--- config.mk ---
export PLATFORM = sky130hd
export DESIGN_NAME = multicycle_controller
export DESIGN_NICKNAME = d
export VERILOG_FILES = /design/src/rtl/riscv_ctrl_pkg.sv /design/src/rtl/branch_unit.sv /design/src/rtl/multicycle_controller.sv
export SDC_FILE = /design/constraint.sdc
export NUM_CORES = 1
export LEC_CHECK = 0
export BUFFER_PORTS_ARGS = -buffer_cell sky130_fd_sc_hd__buf_2
export CORE_UTILIZATION = 32
export DETAILED_ROUTE_END_ITERATION = 6
export GPL_ROUTABILITY_DRIVEN = 0
export GPL_TIMING_DRIVEN = 0
export PLACE_DENSITY_LB_ADDON = 0.12
export SYNTH_ARGS = -nofsm -noshare
export SYNTH_HDL_FRONTEND = slang
export SYNTH_SLANG_ARGS = --single-unit
export TNS_END_PERCENT = 20
--- constraint.sdc ---
create_clock -name clk -period 4.8 [get_ports clk]
set_input_delay 0.72 -clock clk [delete_from_list [all_inputs] [get_ports clk]]
set_output_delay 0.72 -clock clk [all_outputs]
set_load 0.01 [all_outputs]
--- src/rtl/riscv_ctrl_pkg.sv ---
// Shared encodings for the t1c multi-cycle controller: opcodes, FSM states,
// branch funct3 codes and datapath mux selects.
package riscv_ctrl_pkg;

   localparam logic [6:0] OP_LOAD   = 7'b0000011;
   localparam logic [6:0] OP_STORE  = 7'b0100011;
   localparam logic [6:0] OP_RTYPE  = 7'b0110011;
   localparam logic [6:0] OP_ITYPE  = 7'b0010011;
   localparam logic [6:0] OP_BRANCH = 7'b1100011;
   localparam logic [6:0] OP_JAL    = 7'b1101111;
   localparam logic [6:0] OP_JALR   = 7'b1100111;
   localparam logic [6:0] OP_LUI    = 7'b0110111;
   localparam logic [6:0] OP_AUIPC  = 7'b0010111;

   typedef enum logic [3:0] {
      S_FETCH    = 4'd0,
      S_DECODE   = 4'd1,
      S_MEMADR   = 4'd2,
      S_MEMREAD  = 4'd3,
      S_MEMWB    = 4'd4,
      S_MEMWRITE = 4'd5,
      S_EXECR    = 4'd6,
      S_EXECI    = 4'd7,
      S_ALUWB    = 4'd8,
      S_BRANCH   = 4'd9,
      S_JAL      = 4'd10,
      S_JALR     = 4'd11,
      S_UPPER    = 4'd12,
      S_TRAP     = 4'd13
   } state_t;

   localparam logic [2:0] F3_BEQ  = 3'b000;
   localparam logic [2:0] F3_BNE  = 3'b001;
   localparam logic [2:0] F3_BLT  = 3'b100;
   localparam logic [2:0] F3_BGE  = 3'b101;
   localparam logic [2:0] F3_BLTU = 3'b110;
   localparam logic [2:0] F3_BGEU = 3'b111;

   localparam logic [1:0] SRCA_PC    = 2'b00;
   localparam logic [1:0] SRCA_OLDPC = 2'b01;
   localparam logic [1:0] SRCA_RS1   = 2'b10;
   localparam logic [1:0] SRCA_ZERO  = 2'b11;

   localparam logic [1:0] SRCB_RS2   = 2'b00;
   localparam logic [1:0] SRCB_IMM   = 2'b01;
   localparam logic [1:0] SRCB_FOUR  = 2'b10;

   localparam logic [1:0] ALUOP_ADD  = 2'b00;
   localparam logic [1:0] ALUOP_SUB  = 2'b01;
   localparam logic [1:0] ALUOP_FUNC = 2'b10;

   localparam logic [1:0] RES_ALUOUT = 2'b00;
   localparam logic [1:0] RES_READ   = 2'b01;
   localparam logic [1:0] RES_ALU    = 2'b10;

   localparam logic [2:0] IMM_I = 3'b000;
   localparam logic [2:0] IMM_S = 3'b001;
   localparam logic [2:0] IMM_B = 3'b010;
   localparam logic [2:0] IMM_J = 3'b011;
   localparam logic [2:0] IMM_U = 3'b100;

   // Immediate format DECODE needs so ALUOut holds OldPC+imm for branch/jal.
   function automatic logic [2:0] imm_for_op(input logic [6:0] op);
      case (op)
         OP_STORE:         return IMM_S;
         OP_BRANCH:        return IMM_B;
         OP_JAL:           return IMM_J;
         OP_LUI, OP_AUIPC: return IMM_U;
         default:          return IMM_I;
      endcase
   endfunction

endpackage

--- src/rtl/branch_unit.sv ---
// Resolves RV32I branch conditions from ALU flags of rs1-rs2 and flags
// funct3 codes this build does not support.
module branch_unit
   import riscv_ctrl_pkg::*;
#(
   parameter int FULL_BRANCH = 1
) (
   input  logic [2:0] funct3,
   input  logic       Zero,
   input  logic       Neg,
   input  logic       Ovf,
   input  logic       Carry,
   output logic       taken,
   output logic       illegal
);

   always_comb begin
      taken   = 1'b0;
      illegal = 1'b0;
      case (funct3)
         F3_BEQ:  taken = Zero;
         F3_BNE:  taken = !Zero;
         F3_BLT:  taken = Neg ^ Ovf;
         F3_BGE:  taken = !(Neg ^ Ovf);
         F3_BLTU: taken = !Carry;
         F3_BGEU: taken = Carry;
         default: illegal = 1'b1;
      endcase
      // Reduced build keeps only beq/bne; the signed/unsigned compares trap.
      if (FULL_BRANCH == 0 && funct3[2]) illegal = 1'b1;
      if (illegal) taken = 1'b0;
   end

endmodule

--- src/rtl/multicycle_controller.sv ---
// Moore-style multi-cycle main controller for the t1c core; sequences
// fetch/decode/execute/memory/write-back and traps on illegal ops or timeouts.
module multicycle_controller
   import riscv_ctrl_pkg::*;
#(
   parameter int MEM_TIMEOUT = 15,
   parameter int FULL_BRANCH = 1
) (
   input  logic       clk,
   input  logic       reset,
   input  logic [6:0] op,
   input  logic [2:0] funct3,
   input  logic       Zero,
   input  logic       Neg,
   input  logic       Ovf,
   input  logic       Carry,
   input  logic       mem_ready,
   output logic       mem_req,
   output logic       MemWrite,
   output logic       AdrSrc,
   output logic       IRWrite,
   output logic       PCWrite,
   output logic       RegWrite,
   output logic [1:0] ALUSrcA,
   output logic [1:0] ALUSrcB,
   output logic [1:0] ALUOp,
   output logic [1:0] ResultSrc,
   output logic [2:0] ImmSrc,
   output logic       fault
);

   localparam int CW = (MEM_TIMEOUT > 0) ? $clog2(MEM_TIMEOUT + 1) : 1;

   state_t          state_q, state_d;
   logic [CW-1:0]   wait_q, wait_d;
   logic            req_c, memwrite_c, irwrite_c, pcwrite_c, regwrite_c;
   logic            br_taken, br_illegal, timeout;

   branch_unit #(.FULL_BRANCH(FULL_BRANCH)) u_branch (
      .funct3  (funct3),
      .Zero    (Zero),
      .Neg     (Neg),
      .Ovf     (Ovf),
      .Carry   (Carry),
      .taken   (br_taken),
      .illegal (br_illegal)
   );

   assign timeout = (MEM_TIMEOUT != 0) && req_c && !mem_ready
                    && (wait_q == CW'(MEM_TIMEOUT));

   always_ff @(posedge clk) begin
      if (reset) begin
         state_q <= S_FETCH;
         wait_q  <= '0;
      end else begin
         state_q <= state_d;
         wait_q  <= wait_d;
      end
   end

   always_comb begin
      state_d    = state_q;
      req_c      = 1'b0;
      memwrite_c = 1'b0;
      irwrite_c  = 1'b0;
      pcwrite_c  = 1'b0;
      regwrite_c = 1'b0;
      AdrSrc     = 1'b0;
      ALUSrcA    = SRCA_PC;
      ALUSrcB    = SRCB_RS2;
      ALUOp      = ALUOP_ADD;
      ResultSrc  = RES_ALUOUT;
      ImmSrc     = IMM_I;
      case (state_q)
         S_FETCH: begin
            req_c     = 1'b1;
            ALUSrcB   = SRCB_FOUR;
            ResultSrc = RES_ALU;
            irwrite_c = mem_ready;
            pcwrite_c = mem_ready;
            if (mem_ready) state_d = S_DECODE;
         end
         S_DECODE: begin
            ALUSrcA = SRCA_OLDPC;
            ALUSrcB = SRCB_IMM;
            ImmSrc  = imm_for_op(op);
            case (op)
               OP_LOAD, OP_STORE: state_d = S_MEMADR;
               OP_RTYPE:          state_d = S_EXECR;
               OP_ITYPE:          state_d = S_EXECI;
               OP_BRANCH:         state_d = S_BRANCH;
               OP_JAL:            state_d = S_JAL;
               OP_JALR:           state_d = S_JALR;
               OP_LUI, OP_AUIPC:  state_d = S_UPPER;
               default:           state_d = S_TRAP;
            endcase
         end
         S_MEMADR: begin
            ALUSrcA = SRCA_RS1;
            ALUSrcB = SRCB_IMM;
            ImmSrc  = (op == OP_STORE) ? IMM_S : IMM_I;
            state_d = (op == OP_STORE) ? S_MEMWRITE : S_MEMREAD;
         end
         S_MEMREAD: begin
            req_c  = 1'b1;
            AdrSrc = 1'b1;
            if (mem_ready) state_d = S_MEMWB;
         end
         S_MEMWB: begin
            ResultSrc  = RES_READ;
            regwrite_c = 1'b1;
            state_d    = S_FETCH;
         end
         S_MEMWRITE: begin
            req_c      = 1'b1;
            memwrite_c = 1'b1;
            AdrSrc     = 1'b1;
            if (mem_ready) state_d = S_FETCH;
         end
         S_EXECR: begin
            ALUSrcA = SRCA_RS1;
            ALUOp   = ALUOP_FUNC;
            state_d = S_ALUWB;
         end
         S_EXECI: begin
            ALUSrcA = SRCA_RS1;
            ALUSrcB = SRCB_IMM;
            ALUOp   = ALUOP_FUNC;
            state_d = S_ALUWB;
         end
         S_ALUWB: begin
            regwrite_c = 1'b1;
            state_d    = S_FETCH;
         end
         S_BRANCH: begin
            ALUSrcA   = SRCA_RS1;
            ALUOp     = ALUOP_SUB;
            pcwrite_c = br_taken;
            state_d   = br_illegal ? S_TRAP : S_FETCH;
         end
         S_JAL: begin
            // PC takes the target in ALUOut while the ALU forms the link value.
            ALUSrcA   = SRCA_OLDPC;
            ALUSrcB   = SRCB_FOUR;
            pcwrite_c = 1'b1;
            state_d   = S_ALUWB;
         end
         S_JALR: begin
            ALUSrcA = SRCA_RS1;
            ALUSrcB = SRCB_IMM;
            state_d = S_JAL;
         end
         S_UPPER: begin
            ALUSrcA = (op == OP_LUI) ? SRCA_ZERO : SRCA_OLDPC;
            ALUSrcB = SRCB_IMM;
            ImmSrc  = IMM_U;
            state_d = S_ALUWB;
         end
         S_TRAP:  state_d = S_TRAP;
         default: state_d = S_TRAP;
      endcase
      if (timeout) state_d = S_TRAP;
   end

   // Counter restarts for every new access because any state change clears it.
   always_comb begin
      wait_d = wait_q;
      if (mem_ready || state_d != state_q) wait_d = '0;
      else if (req_c)                      wait_d = wait_q + CW'(1);
   end

   assign mem_req  = req_c      && !reset;
   assign MemWrite = memwrite_c && !reset;
   assign IRWrite  = irwrite_c  && !reset;
   assign PCWrite  = pcwrite_c  && !reset;
   assign RegWrite = regwrite_c && !reset;
   assign fault    = (state_q == S_TRAP);

endmodule

==> impl_metrics.csv <==
group,metric,value,unit
status,outcome,"finished, final reports clean",
run,cap_violations,0,
critical_path,reg2reg_depth,7,
sta,period_needed,2.74,ns
critical_path,critPathLaunchType,"flop",
global_route,antenna_found_initial,0,
sta,max-slew-margin-rel,63.4,%
critical_path,timing.rr.end,"wait_q[1]$_SDFFE_PP0N_",
power,p_int,161,uW
critical_path,ff2ff_setup_slack,2.68,ns
clocking,path_clk_slew,0.06,ns
sta,fmax,0.364,GHz
sta,fin_crit_sh,57.2,%
synth,synth_commonest_cells,"nor2_1 (17), nand2_1 (14), nor3_1 (12)",
detailed_routing,wire_per_inst,13.8,um
clocking,post_cts_buffers,0,
detailed_routing,drt-total-wl,3220,um
detailed_routing,drc,0,
synth,yosysMostFrequentCell,"nor2_1",
sta,finalMaxSlewViolations,0,
clocking,htreeDepth,1,
hold_path,min_from,"wait_q[1]$_SDFFE_PP0N_",
synth,ys_ff_latch,8,
power,combPwrFrac,55.0,%
final_layout,nNetsFinal,209,
synth,syn_area,1080,um^2
power,pwr-share-clk,18.1,%
synth,synth_cell_types,52,
critical_path,regToRegStartpoint,"wait_q[0]$_SDFFE_PP0N_",
final_layout,antenna_cells,0,
clocking,holdBufCountCts,0,
critical_path,crit_arrival,2.02,ns
global_route,grt_pass1_vias,1179,
synth,yosysWarnings,0,
synth,synth.area.top_cells,"dfxtp_1 (15%), nor2_1 (5.9%), nor3_1 (5.6%), nand2_1 (4.9%), a21oi_1 (4.6%)",
final_layout,syn2layout_area_growth,22.5,%
floorplanning,fp.dieH,60.0,um
power,ir_drop,0.0709,mV
floorplanning,die_w,60.0,um
power,seq_power_share,26.9,%
synth,ys_seq_area_share,14.9,%
critical_path,max_stage_delay,0.43,ns
placement,port_buffers,33,
sta,final_hold_viol_count,0,
global_route,grt_pass1_wl,5350,um
detailed_routing,ant_nets,0,
synth,yosysTopAreaCell,"dfxtp_1",
clocking,cts_sinks,8,
synth,synthCells,153,
power,powerDensity,216,nW/um^2
critical_path,path_delay_family,"buffers and inverters",
sta,rsz0062_at_grt,"no",
sta,clock_skew,0.00826,ns
sta,fin_setup_tns,0,ns
critical_path,crit_path_start,"state_q[2]$_SDFF_PP0_",
critical_path,cp_slowest_cell,"dfxtp_1",
hold_path,hold_path_class,"reg2reg",
power,p_sw_share,43.4,%
synth,synth-async-reset-ratio,0,%
global_route,grt_overflow,0,
synth,synth_top_area_share,14.9,%
critical_path,critPathKind,"reg2out",
critical_path,worst-path-stages,7,
detailed_routing,vias,1315,
floorplanning,row_count,20,
power,p_sw,124,uW
detailed_routing,drt_iter0_markers,102,
global_route,grt_use_total,19.4,%
sta,setup_viol,0,
clocking,clk_latency,0.26,ns
sta,tightest_slew,0.545,ns
critical_path,cp.required,4.08,ns
detailed_routing,drt-pass1-iter-count,4,
critical_path,cp-end-kind,"primary output",
critical_path,endpoint,"ALUSrcB[0]",
global_route,grt_max_degree,11,
synth,syn_nets,171,
final_layout,drive_gt1_share,25.9,%
critical_path,cp_common_cell,"buf_2",
detailed_routing,post_drt_via_cell_ratio,5.64,
clocking,cts_resized,0,
clocking,cts_made_buffers,3,
clocking,ctsLongestPathBuffers,2,
floorplanning,die_area,3600,um^2
floorplanning,pin_count,35,
final_layout,fin_util,42.2,%
synth,avgSynthCellArea,7.04,um^2
placement,hpwl,2490,um
floorplanning,core-area,3130,um^2
critical_path,path_cells,"buf_2, buf_1, nand2_1, a21boi_0, o21ai_0, nand2b_1, buf_2",
clocking,cts_tree,"yes",
critical_path,critPathMaxFanout,10,
power,p_leak,0.000538,uW
floorplanning,start_util,34.4,%
critical_path,path_buf_inv,3,
clocking,cts_root_buf,"clkbuf_4",
synth,synth_edf_count,0,
synth,synth_top_flop_cell,"dfxtp_1",
==> area by class of cell <==
cell class                 instances  area [um^2]
inverter                           4         15.0
buffer                            10         45.0
fill                             335         1810
clock buffer                       3         22.5
multi-input combinational        131          857
sequential                         8          160
tap                               44         55.1
timing repair buffer              33          165
==> worst min-delay path by stage <==
stage,slack [ns],cells past startpoint,to
global route,0.53,2,wait_q[1]$_SDFFE_PP0N_
floorplan,0.47,2,wait_q[1]$_SDFFE_PP0N_
CTS,0.50,2,wait_q[1]$_SDFFE_PP0N_
global placement,0.48,2,wait_q[1]$_SDFFE_PP0N_
detailed placement,0.50,2,wait_q[1]$_SDFFE_PP0N_
finish,0.50,2,wait_q[1]$_SDFFE_PP0N_
==> cells by family after synthesis <==
family | synth area share [%]
buffers and inverters | 5.57
adders and majority gates | 1.16
DFF | 14.9
xor gates and xnor gates | 7.32
muxes | 1.97
and+or+nand+nor | 40.9
AOI/OAI and AO/OA | 28.2
==> through the flow <==
step	total power, uW	instances	worst slack [ns]	hold WS, ns	instance area [um^2]
6_report	285	233	2.06	0.501	1320
3_5_place_dp	232	230	2.14	0.496	1300
4_1_cts	285	233	2.09	0.500	1320
2_1_floorplan	184	153	2.31	0.466	1080
5_1_grt	307	233	1.81	0.533	1320
3_3_place_gp	232	230	2.19	0.484	1300
==> worst register-to-register path, stage by stage (launching register included) <==
cell	delay [ns]
dfxtp_1	0.34
ha_1	0.24
and4b_4	0.20
a32o_1	0.26
a211o_1	0.31
a2111oi_4	0.38
nand4_2	0.20
a21oi_2	0.15
==> power by group through the flow <==
stage	Sequential [uW]	Combinational, uW	Clock [uW]
after floorplan	76.2	108	0
after global placement	77.8	154	0
after detailed placement	77.3	154	0
after CTS	76.1	155	53.5
after global routing	77.7	172	57.1
final	76.5	157	51.7
==> metal layers <==
layer	GRT usage [%]	wire, um
met1	27.9	1520
met2	29.7	1440
met3	3.46	208
met4	4.65	39
met5	0	0
==> placed cells by master (no fill, tap or decap), types with 2 or more instances in the layout <==
master,Yosys,final
a311oi_1,3,3
nand3_1,3,3
inv_1,3,3
nor2_1,17,17
nor3_1,12,12
and3_1,3,3
clkbuf_1,3,3
buf_2,3,36
nand3b_1,2,2
nand4b_1,4,4
nand4_1,2,2
a21oi_1,10,10
a31o_2,2,2
nor4b_1,2,2
xor2_1,5,5
o211ai_1,3,3
dfxtp_1,8,8
nor3b_1,2,2
xnor2_1,4,4
nand2_1,14,14
o21ai_0,5,5
buf_1,3,3
a31oi_1,3,3
clkbuf_4,0,3
or2_2,2,2
o221ai_1,2,2
nand2b_1,7,7
==> flip-flops by register name (all words and copies together), names as in the netlist <==
register and cells:
wait_q 4, state_q 4
No activity file was read; power rests on OpenSTA's default activity.
